[src/rtl/calc_operand_sequencer.sv]
// Serial front-end for the combinational calculator: collects A, B, op,
// drives {op,B,A}, waits LAT cycles, then holds the result for a consumer.
//
// Ports:
//   clk, rst            clock and synchronous active-high reset
//   in_valid/in_ready   entry handshake, in_data carries A, B or opcode
//   calc_word           packed calculator input {op, B, A}
//   calc_out            combinational calculator result
//   res_valid/res_ready result handshake, res_data holds the capture
//   busy                high while issuing or holding a result
//   clr                 entry abort, only with CALC_SEQ_CLR_EN defined
module calc_operand_sequencer #(
  parameter int OPW = 3,
  parameter int OPC = 2,
  parameter int RW  = 8,
  parameter int LAT = 1
) (
  input  logic                   clk,
  input  logic                   rst,
  input  logic                   in_valid,
  output logic                   in_ready,
  input  logic [OPW-1:0]         in_data,
  output logic [2*OPW+OPC-1:0]   calc_word,
  input  logic [RW-1:0]          calc_out,
  output logic                   res_valid,
  input  logic                   res_ready,
  output logic [RW-1:0]          res_data,
  output logic                   busy
`ifdef CALC_SEQ_CLR_EN
  ,
  input  logic                   clr
`endif
);

  localparam int CWW = 2 * OPW + OPC;
  localparam logic [3:0] CNT_LAST = 4'(LAT - 1);

  typedef enum logic [2:0] {
    S_GET_A  = 3'd0,
    S_GET_B  = 3'd1,
    S_GET_OP = 3'd2,
    S_ISSUE  = 3'd3,
    S_RESULT = 3'd4
  } state_t;

  state_t          state_q, state_d;
  logic [OPW-1:0]  a_q, a_d;
  logic [OPW-1:0]  b_q, b_d;
  logic [OPC-1:0]  op_q, op_d;
  logic [3:0]      cnt_q, cnt_d;
  logic [CWW-1:0]  word_q, word_d;
  logic [RW-1:0]   res_q, res_d;
  logic            rv_q, rv_d;

  logic            clr_w;
  logic            entry_st;
  logic            acc;

`ifdef CALC_SEQ_CLR_EN
  assign clr_w = clr;
`else
  assign clr_w = 1'b0;
`endif

  assign entry_st = (state_q == S_GET_A) ||
                    (state_q == S_GET_B) ||
                    (state_q == S_GET_OP);

  // clr wins over a same-cycle entry, so it blocks acceptance
  assign acc = in_valid & entry_st & ~clr_w;

  always_comb begin
    state_d = state_q;
    a_d     = a_q;
    b_d     = b_q;
    op_d    = op_q;
    cnt_d   = cnt_q;
    word_d  = word_q;
    res_d   = res_q;
    rv_d    = rv_q;

    if (clr_w && entry_st) begin
      state_d = S_GET_A;
      a_d     = '0;
      b_d     = '0;
      op_d    = '0;
    end else begin
      unique case (state_q)
        S_GET_A: begin
          if (acc) begin
            a_d     = in_data;
            state_d = S_GET_B;
          end
        end
        S_GET_B: begin
          if (acc) begin
            b_d     = in_data;
            state_d = S_GET_OP;
          end
        end
        S_GET_OP: begin
          if (acc) begin
            op_d    = in_data[OPC-1:0];
            word_d  = {in_data[OPC-1:0], b_q, a_q};
            cnt_d   = '0;
            state_d = S_ISSUE;
          end
        end
        S_ISSUE: begin
          if (cnt_q == CNT_LAST) begin
            res_d   = calc_out;
            rv_d    = 1'b1;
            cnt_d   = '0;
            state_d = S_RESULT;
          end else begin
            cnt_d = cnt_q + 4'd1;
          end
        end
        S_RESULT: begin
          if (rv_q && res_ready) begin
            rv_d    = 1'b0;
            state_d = S_GET_A;
          end
        end
        default: begin
          state_d = S_GET_A;
        end
      endcase
    end
  end

  always_ff @(posedge clk) begin
    if (rst) begin
      state_q <= S_GET_A;
      a_q     <= '0;
      b_q     <= '0;
      op_q    <= '0;
      cnt_q   <= '0;
      word_q  <= '0;
      res_q   <= '0;
      rv_q    <= 1'b0;
    end else begin
      state_q <= state_d;
      a_q     <= a_d;
      b_q     <= b_d;
      op_q    <= op_d;
      cnt_q   <= cnt_d;
      word_q  <= word_d;
      res_q   <= res_d;
      rv_q    <= rv_d;
    end
  end

  assign in_ready  = entry_st;
  assign busy      = (state_q == S_ISSUE) || (state_q == S_RESULT);
  assign calc_word = word_q;
  assign res_valid = rv_q;
  assign res_data  = res_q;

endmodule

[config.mk]
export PLATFORM = sky130hd
export DESIGN_NAME = calc_operand_sequencer
export DESIGN_NICKNAME = d
export VERILOG_FILES = /design/src/rtl/calc_operand_sequencer.sv
export SDC_FILE = /design/constraint.sdc
export NUM_CORES = 1
export LEC_CHECK = 0
export CAP_MARGIN = 30
export CELL_PAD_IN_SITES_DETAIL_PLACEMENT = 0
export CELL_PAD_IN_SITES_GLOBAL_PLACEMENT = 1
export CORE_MARGIN = 2
export CORE_UTILIZATION = 44
export DETAILED_ROUTE_END_ITERATION = 6
export DONT_BUFFER_PORTS = 1
export PLACE_DENSITY_LB_ADDON = 0.1
export SETUP_SLACK_MARGIN = 0.15
export SYNTH_ARGS = -nofsm -noshare
export SYNTH_HDL_FRONTEND = slang
export SYNTH_SLANG_ARGS = --single-unit
[constraint.sdc]
create_clock -name clk -period 1.9 [get_ports clk]
set_input_delay 0.38 -clock clk [delete_from_list [all_inputs] [get_ports clk]]
set_output_delay 0.38 -clock clk [all_outputs]
set_load 0.03 [all_outputs]
Word-level counts from Yosys, hierarchy flattened
Index checks and enable logic that the tools add are counted.
- register bits after elaboration: 30
- bitwise logic cells: 1
- $add $sub $neg: 1
- reductions and logical operators: 15
- muxes and demuxes: 12
- equality and inequality tests: 9
- operators with widths (kind ; count):
    3-bit two-way mux ; 5
    3-bit one-hot mux with 5 select lines ; 1
    2-bit inequality test, second input constant ; 5
    2-bit AND reduction ; 5
    4-bit two-way mux ; 2
    4-bit one-hot mux with 2 select lines ; 1
    3-bit by 2-bit equality test with 1-bit output, second input constant ; 2
    5-bit AND reduction ; 1
    4-bit by 1-bit adder with 4-bit output, second input constant ; 1
    4-bit logical NOT ; 1
    2-bit nonzero test ; 2
    3-bit by 1-bit equality test with 1-bit output, second input constant ; 1
    3-bit equality test, second input constant ; 1
    3-bit logical NOT ; 1
    1-bit logical OR ; 3
    3-bit AND reduction ; 1
    1-bit two-way mux ; 2
    1-bit one-hot mux with 2 select lines ; 1
    1-bit AND ; 1
    1-bit logical AND ; 1

Longest topological paths before layout
Gate-level depths: netlist (run 1).
- word-level depth: 6
- gate-level depth with buffers: 6
- depth with buffers taken out: 5

Least setup slack after synthesis (run 1)
Ideal clock, no wire load.
- path type: reg-to-reg
- from: register cnt_q[0]
- to: register cnt_q[2]
- data required time: 1765 ps
- cell stages (with the launch flop): 7
- arrival: 1337 ps
- slack: 429 ps
- library setup time: 135 ps
- cells stage by stage: dfxtp_1 inv_1 ha_1 or3b_2 clkbuf_1 a31oi_1 nor4_1
- longest elaborated chain between the ends: 3
- elaborated cells between the ends (all ways): 4
- classes of those cells: add/sub: 1; mux: 2; reduce/logical: 1
- ends and longest elaborated chain (what ; RTL line ; RTL):
    start, declared ; 50 ; logic [3:0] cnt_q, cnt_d;
    start signal, assigned ; 147 ; cnt_q <= cnt_d;
    4-bit by 1-bit adder with 4-bit output or 4-bit logical NOT (tied branches) ; 116, 110 ;
    4-bit two-way mux (*) ; 110 ; if (cnt_q == CNT_LAST) begin
    4-bit one-hot mux with 2 select lines (*) ; 88 ; unique case (state_q)
Mark *: on every way between the ends. The rest lies on a longest branch, timed or not.
A chain may end at the register's enable or synchronous reset.

Worst setup path in the final report (run 1)
- from: register state_q[0]
- to: output busy
- longest elaborated chain between the ends: 2
- elaborated cells between the ends (all ways): 3
- classes of those cells: eq/ne: 2; reduce/logical: 1
- ends and longest elaborated chain (what ; RTL line ; RTL):
    start, declared ; 46 ; state_t state_q, state_d;
    start signal, assigned ; 143 ; state_q <= state_d;
    3-bit by 2-bit equality test with 1-bit output or 3-bit equality test (tied branches) ; 155 ; assign busy = (state_q == S_ISSUE) || (state_q == S_RESULT);
    1-bit logical OR (*) ; 155 ;
    end, declared ; 28 ; output logic busy
Marks and branches as above.

==> results summary, run 1 <==
The run finished with clean final reports. The post-placement cell area is approximately 0.0013 mm². Based on the critical path, the design can be clocked at up to ~630 MHz. The layout filler cell count is ~290. In this run, flip-flops and latches consume between 50% and 60% of the power. The setup slack after placement is around 340 ps.

The routed via count divided by cell count is around 5.6. For this configuration, the core starts out at a cell density of a little under half. The accumulated negative setup slack is 0 ps. The worst path in the final design needs a cycle of roughly 1600 ps, including I/O delays and setup. The number of standard cells after synthesis is ~150. The area of the core is about 0.0028 mm². The minimum setup slack in the final design is about 300 ps.

The clock network latency to the later pin of the worst-skew pair came out at 330 ps. In this run, CTS created clock tree buffers numbering 5. Max-cap violations in this run came to 0. The sequential fraction of the synthesis area is between 40% and 50%.

The count of buffering cells on the critical path with inverters included is 0. The worst-case vdd ir drop is between 500 and 600 µV. The switching part of the total came out at between 20% and 30%. The total grt overflow came out at 0. The data arrival time of the critical path is roughly 1200 ps. The total iterations of the first detailed-routing run is 4. The final cell area excluding filler cells came out at between 0.001 and 0.0015 mm². The startpoint identified for the worst hold timing path is rst. The first-pass GRT wire length is 4290 µm. The average footprint of a synthesized cell came out at ~8.7 µm². The largest net degree at the start of global routing is 31. The cell with the biggest individual delay on the critical path is sky130_fd_sc_hd__dfxtp_2.

The leakage power total is 0.000523 µW. The portion of the clock cycle consumed by the worst path in the final layout is between 80% and 90%. The height of the die is about 58 µm.

The number of instances in the placed design is roughly 170. The net total in the final layout is approximately 170. The DRC violation total after the first TritonRoute iteration came out at 41.

The combinational group share of total power is between 6 and 7%. The count of antenna-violating nets left after detailed routing came out at 0. The count of buffers inserted at the top-level ports came out at 0.

Clock-pin slew was measured on the worst setup and hold paths at around 90 ps. The top-area cell type share of the netlist area came out at about 47%. The tightest hold path in the finished design has a slack of ~100 ps. The area growth from synthesis to layout is 8.64%. The unique cell type count in the Yosys netlist came out at 31. Tracing the worst setup path back leads to its startpoint at state_q[0]. The required arrival time at the worst endpoint came out at between 1500 and 2000 ps. Once detailed placement completed, the half-perimeter wirelength came to about 1800 µm. The via count of the first global-routing pass was 1,005.

The kind of end point of the critical path is an output port. The synthesis-stage register bit count came out at 30. The number of sinks on the clock net came out at 30. The largest single stage delay on the critical path is around 500 ps. Setup repair after global routing left no endpoint under its margin. The clock skew came out at approximately 9 ps. Dividing total power by cell area gives a power density of roughly 830 mW/mm². The combined area of all synthesized cells came out at around 0.0013 mm². The floorplan die width came out at between 50 and 60 µm. The signal on the critical path passes through nand3b_4 > nand2_2. Summed over all instances, the cell type with the most area after synthesis is sky130_fd_sc_hd__dfxtp_1. The count of cells in the finished layout, fillers not included, comes to ~180. The overall routed net length came out at approximately 2500 µm. The top cell types in the final layout, fill and taps aside, are sky130_fd_sc_hd__dfxtp_1, sky130_fd_sc_hd__nand2_1, sky130_fd_sc_hd__a21oi_1. The worst hold path belongs to the class in -> reg. STA classifies the critical path startpoint as a register.

The DRC violation count after routing came out at 0. Yosys printed 0 warnings. The final count of hold timing violations came out at 0. The fraction of registers with async set/reset is 0%. The number of setup violations in the final report came out at 0. The vias after detailed routing is between 1,000 and 1,500. The floorplan step defined a die boundary enclosing 0.00334 mm². The highest net fanout along the worst path is 13. After floorplanning, the core was divided into 19 placement rows.

The worst slew slack as a fraction of its limit came out at around 63%. By startpoint and endpoint, the worst setup path is classified as reg -> out. The library cell used most frequently in the layout, excluding fill and tap cells, is sky130_fd_sc_hd__dfxtp_1. In this run the count of I/O pins placed on the die edge is 34.

By area the synthesized netlist is led by sky130_fd_sc_hd__dfxtp_1, sky130_fd_sc_hd__a21oi_1, sky130_fd_sc_hd__nand2_1. The minimum setup slack among reg-to-reg paths came out at ~330 ps. The transition time of the tightest slew-check pin is between 500 and 600 ps. Post-CTS timing repair inserted 0 buffers for setup.

The routed length per placed instance is around 14 µm. The number of enable flip-flop cells after synthesis came out at 0. The maximum buffer depth of the clock tree is 2. The clock root buffer master is sky130_fd_sc_hd__clkbuf_4.

The synthesized netlist net count is 163. The number of antenna diodes in the final layout is 0. The level count of the clock H-tree is 2. The fraction of final layout cells sized beyond drive strength 1 is roughly 17%. The switching power total is between 200 and 300 µW.

The startpoint of the lowest-slack register-to-register path is cnt_q[0]. For this run, the leading register cell type out of synthesis is sky130_fd_sc_hd__dfxtp_1. The number of pins exceeding their max-slew limit in the final report came out at 0. In the global route stage, overall resource usage came out at about 17%.

Internal power comes to between 800 and 900 µW. The initial antenna violation count is 0. The share of total power dissipated in the clock network is roughly 35%. The family with the most delay on the worst path is flip-flops. The clock tree from TritonCTS is built. The final estimated routing congestion in global placement is between 0.6 and 0.7.
## power by group through the flow
stage	logic (µW)	registers (µW)	clock network (µW)
2_1_floorplan	81.1	679	0
3_3_place_gp	70.8	691	0
3_5_place_dp	72.3	693	0
5_1_grt	82.3	683	437
6_report	72.3	680	397
4_1_cts	72.7	679	413
## cells by family (layout without fill, tap and decap cells)
logic type / count (synthesis) / after routing / synth area share, %
AND/OR/NAND/NOR: 57 / 57 / 25.0
multiplexers: 6 / 6 / 4.72
flip-flops: 30 / 30 / 47.2
buffers and inverters: 15 / 19 / 5.40
AO/OA/AOI/OAI: 36 / 36 / 15.8
adder cells (fa/ha/maj): 2 / 2 / 1.96
## per-stage QoR
step / power (µW) / util (%)
6_report: 1150 / 50.2
4_1_cts: 1170 / 50.0
3_5_place_dp: 765 / 47.7
3_3_place_gp: 762 / 47.7
2_1_floorplan: 760 / -
5_1_grt: 1200 / 50.2
## worst register-to-register path: stages, from the launching register on
cell and delay (ps):
sky130_fd_sc_hd__dfxtp_1 350, sky130_fd_sc_hd__inv_1 90, sky130_fd_sc_hd__ha_1 150, sky130_fd_sc_hd__nor3b_1 470, sky130_fd_sc_hd__buf_4 240, sky130_fd_sc_hd__nand3_1 90
sky130_fd_sc_hd__a21oi_1 120
## final timing paths
path / endpoint / depth (start not counted)
setup / recovery: busy / 2
hold / removal: state_q[2] / 1
setup reg to reg: res_data[5] / 6
hold reg to reg: calc_word[4] / 2
## sequential cells by signal (all words and copies together), names as in the netlist
| name | cells |
|---|---|
| calc_word | 8 |
| res_data | 8 |
| cnt_q | 4 |
| a_q | 3 |
| b_q | 3 |
| state_q | 3 |
| res_valid | 1 |
## metal layers
metal  track usage (%)  share of wire [%]  up-vias
li1                  -                  -      512
met5                 0                  0        -
met1              18.6                 43      462
met4              6.98                2.0        0
met2              29.5                 47       24
met3              7.37                7.4        7
## synthesized netlist by cell type (2+ instances only)
library cell and number:
sky130_fd_sc_hd__a21oi_1 21, sky130_fd_sc_hd__a31oi_1 2, sky130_fd_sc_hd__clkbuf_1 5, sky130_fd_sc_hd__dfxtp_1 30, sky130_fd_sc_hd__ha_1 2, sky130_fd_sc_hd__inv_1 3, sky130_fd_sc_hd__nand3_1 13, sky130_fd_sc_hd__o21ai_0 9
sky130_fd_sc_hd__nor2_1 8, sky130_fd_sc_hd__buf_2 4, sky130_fd_sc_hd__mux2i_1 6, sky130_fd_sc_hd__buf_1 2, sky130_fd_sc_hd__nand2_1 23
## timing repair
item	CTS	global route
hold buffers	0	0
gates resized for setup	3	2
setup endpoints to repair	1	1
cloned	0	0
## final cells by class
cell class | instances | area (µm²) | area share [%]
inverters | 3 | 11.3 | 0.814
flip-flops and latches | 30 | 604 | 43.7
clock buffers | 7 | 55.1 | 3.98
well taps | 31 | 38.8 | 2.80
multi-input cells | 101 | 609 | 44.0
repair buffers | 8 | 60.1 | 4.34
clock inverters | 1 | 5.00 | 0.362
(Power assumes the default switching activity.)
==> run 2: changes to the inputs <==
CORE_UTILIZATION = 40   (was 44)
clock period = 1.4 ns   (was 1.9 ns; I/O delays follow)
==> run 2 against run 1 <==
Cell area rose by 34%. Critical endpoint unchanged. Sequential power rose by 34%. Clock power rose by 35%. Via count rose by 10%. Wire length rose by 27%. Non-clock buffer count rose by 16. Combinational power rose to 3.0 times the previous value.
==> results summary, run 2 (synthesis gave the netlist of run 1 again) <==
The top-level port count is 34 (unchanged). The minimum setup slack among reg-to-reg paths was 60 ps (was 330 ps). The final estimated routing congestion in global placement was 0.741 (was 0.637). The total iterations of the first detailed-routing run is 3 (was 4). The family with the most delay on the worst path was flip-flops (unchanged). Worst-path cell chain: buf_6 > nor2_4 > nand2_4 > nand2_8 (was nand3b_4 > nand2_2). The number of setup violations in the final report came out at 0 (unchanged).

The relative area change from synthesis to final layout came out at 45.5% (was 8.64%). The worst slew slack as a fraction of its limit is 75.8% (was 63.5%). The data arrival time of the critical path came to 1120 ps (was 1220 ps). The leakage power total is 0.000668 µW (was 0.000523 µW).

The minimum setup slack in the final design came to 4.81 ps (was 301 ps). The reg-to-reg critical path endpoint is res_data[2] (was res_data[5]). The clock skew came out at 18.9 ps (was 8.98 ps). The effective utilization at floorplan is 41.7% (was 46.2%). The startpoint of the worst hold path is in_data[0] (was rst).

The power per unit of standard cell area came to 897 mW/mm² (was 830 mW/mm²). Result of the run: finished clean (unchanged). The kind of start point of the critical path is a register (unchanged). The net total in the final layout came to 183 (was 166).

The total routing resource utilization after global routing is 17.8% (was 17.2%). The level count of the clock H-tree came out at 2 (unchanged). The number of placement rows came to 20 (was 19). The final HPWL from detailed placement came out at 1830 µm (was 1770 µm). The largest net degree at the start of global routing came out at 31 (unchanged).

The worst-case hold slack came out at 58.5 ps (was 104 ps). The routed length per placed instance is 15.3 µm (was 14.0 µm). The worst-case hold path end point is calc_word[6] (was state_q[2]).

The clock buffer count from CTS is 5 (unchanged). The vias after detailed routing is 1,110 (was 1,005). The clock tree from TritonCTS is built (unchanged). The overall routed net length was 3230 µm (was 2540 µm). The transition time of the tightest slew-check pin is 363 ps (was 547 ps).

The DRC violation total after the first TritonRoute iteration came to 35 (was 41). The path depth of the worst reg2reg path is 5 (was 6). The layout filler cell count came to 274 (was 286). The most common cell after layout, fill and taps aside is sky130_fd_sc_hd__dfxtp_1 (unchanged). The area of the core was 0.00305 mm² (was 0.00276 mm²). The cell with the biggest individual delay on the critical path is sky130_fd_sc_hd__dfxtp_4 (was sky130_fd_sc_hd__dfxtp_2).

The fraction of final layout cells sized beyond drive strength 1 is 52.1% (was 16.7%). The clock network latency to the later pin of the worst-skew pair is 350 ps (was 330 ps). The first-pass GRT wire length came out at 4640 µm (was 4290 µm). The critical path's largest stage delay came out at 380 ps (was 490 ps). The required arrival time at the worst endpoint came to 1120 ps (was 1520 ps). The count of buffering cells on the critical path with inverters included was 1 (was 0).

The final count of hold timing violations is 0 (unchanged). The number of sinks on the clock net is 30 (unchanged). The clock root buffer master is sky130_fd_sc_hd__clkbuf_4 (unchanged).

The number of pins exceeding their max-slew limit in the final report came to 0 (unchanged). The portion of the clock cycle consumed by the worst path in the final layout is 99.7%. The die outline area is 0.00365 mm² (was 0.00334 mm²). The routed via count divided by cell count is 5.26 (was 5.55). The via count of the first global-routing pass came out at 993 (was 1,005). The count of antenna-violating nets left after detailed routing is 0 (unchanged).

The kind of end point of the critical path was an output port (unchanged). The worst-case vdd ir drop came out at 727 µV (was 582 µV). The maximum clock rate is just over 700 MHz.

The total inserted antenna cells is 0 (unchanged). The maximum buffer depth of the clock tree is 2 (unchanged). The cell count of the worst hold path came to 2 (was 1). The DRC violation count after routing is 0 (unchanged). The startpoint of the lowest-slack register-to-register path was cnt_q[0] (unchanged).

The setup slack after placement was 19.9 ps (was 336 ps). The smallest clock period supported by the final layout is computed as about 1400 ps. The count of buffers inserted at the top-level ports was 0 (unchanged). The accumulated negative setup slack came to 0 ps (unchanged). The total grt overflow came out at 0 (unchanged). The floorplan die width is 60.4 µm (was 57.8 µm). The height of the die was 60.4 µm (was 57.8 µm). The class of the tightest hold or removal check is in -> reg (unchanged). Unrepaired setup endpoints after global routing: yes (was no). The post-CTS clock slew at the launch and capture registers of the worst setup and hold paths came to 100 ps (was 90 ps).

Commonest cells after routing, fill and taps aside: sky130_fd_sc_hd__dfxtp_1, sky130_fd_sc_hd__nand2_1, sky130_fd_sc_hd__buf_4 (was sky130_fd_sc_hd__dfxtp_1, sky130_fd_sc_hd__nand2_1, sky130_fd_sc_hd__a21oi_1). The highest net fanout along the worst path is 4 (was 13). The max-capacitance violation count was 0 (unchanged). The category of the critical setup timing path is reg -> out (unchanged). The initial antenna violation count came to 0 (unchanged).
==> run 2: report_power, final <==
part           internal (µW)  leakage, µW  switching, µW  total, µW
combinational            114     0.000390            103        217
sequential               873     0.000247           38.4        912
clock                    195    0.0000312            340        534
==> run 2: how the worst max path moves through the flow <==
stage               slack (ps)          to  depth (start not counted)  startpoint
floorplan                   90    cnt_q[2]                          6    cnt_q[1]
global placement            40  state_q[0]                          6    cnt_q[1]
detailed placement          20      a_q[2]                          4  state_q[1]
CTS                        -20        busy                          4  state_q[0]
global route               -30        busy                          4  state_q[0]
finish                       5        busy                          4  state_q[0]
==> run 2: layer usage <==
metal  vias up  global-route usage, %  part of all wire [%]
li1        559                      -                     -
met1       511                   23.8                    46
met2        28                   24.5                    45
met3        12                   5.54                   5.7
met4         0                   12.1                   3.5
met5         -                      0                     0
==> run 2: per-stage QoR <==
step | instance area (µm²) | util (%) | instances | power (µW)
floorplan | 1310 | - | 146 | 1030
global placement | 1380 | 45.3 | 188 | 1050
detailed placement | 1380 | 45.3 | 188 | 1050
CTS | 1610 | 52.6 | 205 | 1630
global route | 1850 | 60.7 | 211 | 1730
finish | 1850 | 60.7 | 211 | 1660
==> run 2: timing repair <==
action / in CTS / in global routing
pin swaps: 9 / 11
setup endpoints to repair: 31 / 30
gates resized for setup: 27 / 47
buffers inserted: 7 / 5
gates cloned: 2 / 0
endpoints found under the hold margin: 28 / 28
==> run 2: layout make-up <==
| type | count | area, µm² | area share, % |
|---|---|---|---|
| clock inverters | 3 | 21.3 | 1.15 |
| inverters | 3 | 13.8 | 0.743 |
| multi-input cells | 102 | 852 | 46.0 |
| clock buffers | 5 | 37.5 | 2.03 |
| well taps | 44 | 55.1 | 2.97 |
| repair buffers | 24 | 255 | 13.8 |
| flip-flops and latches | 30 | 618 | 33.4 |
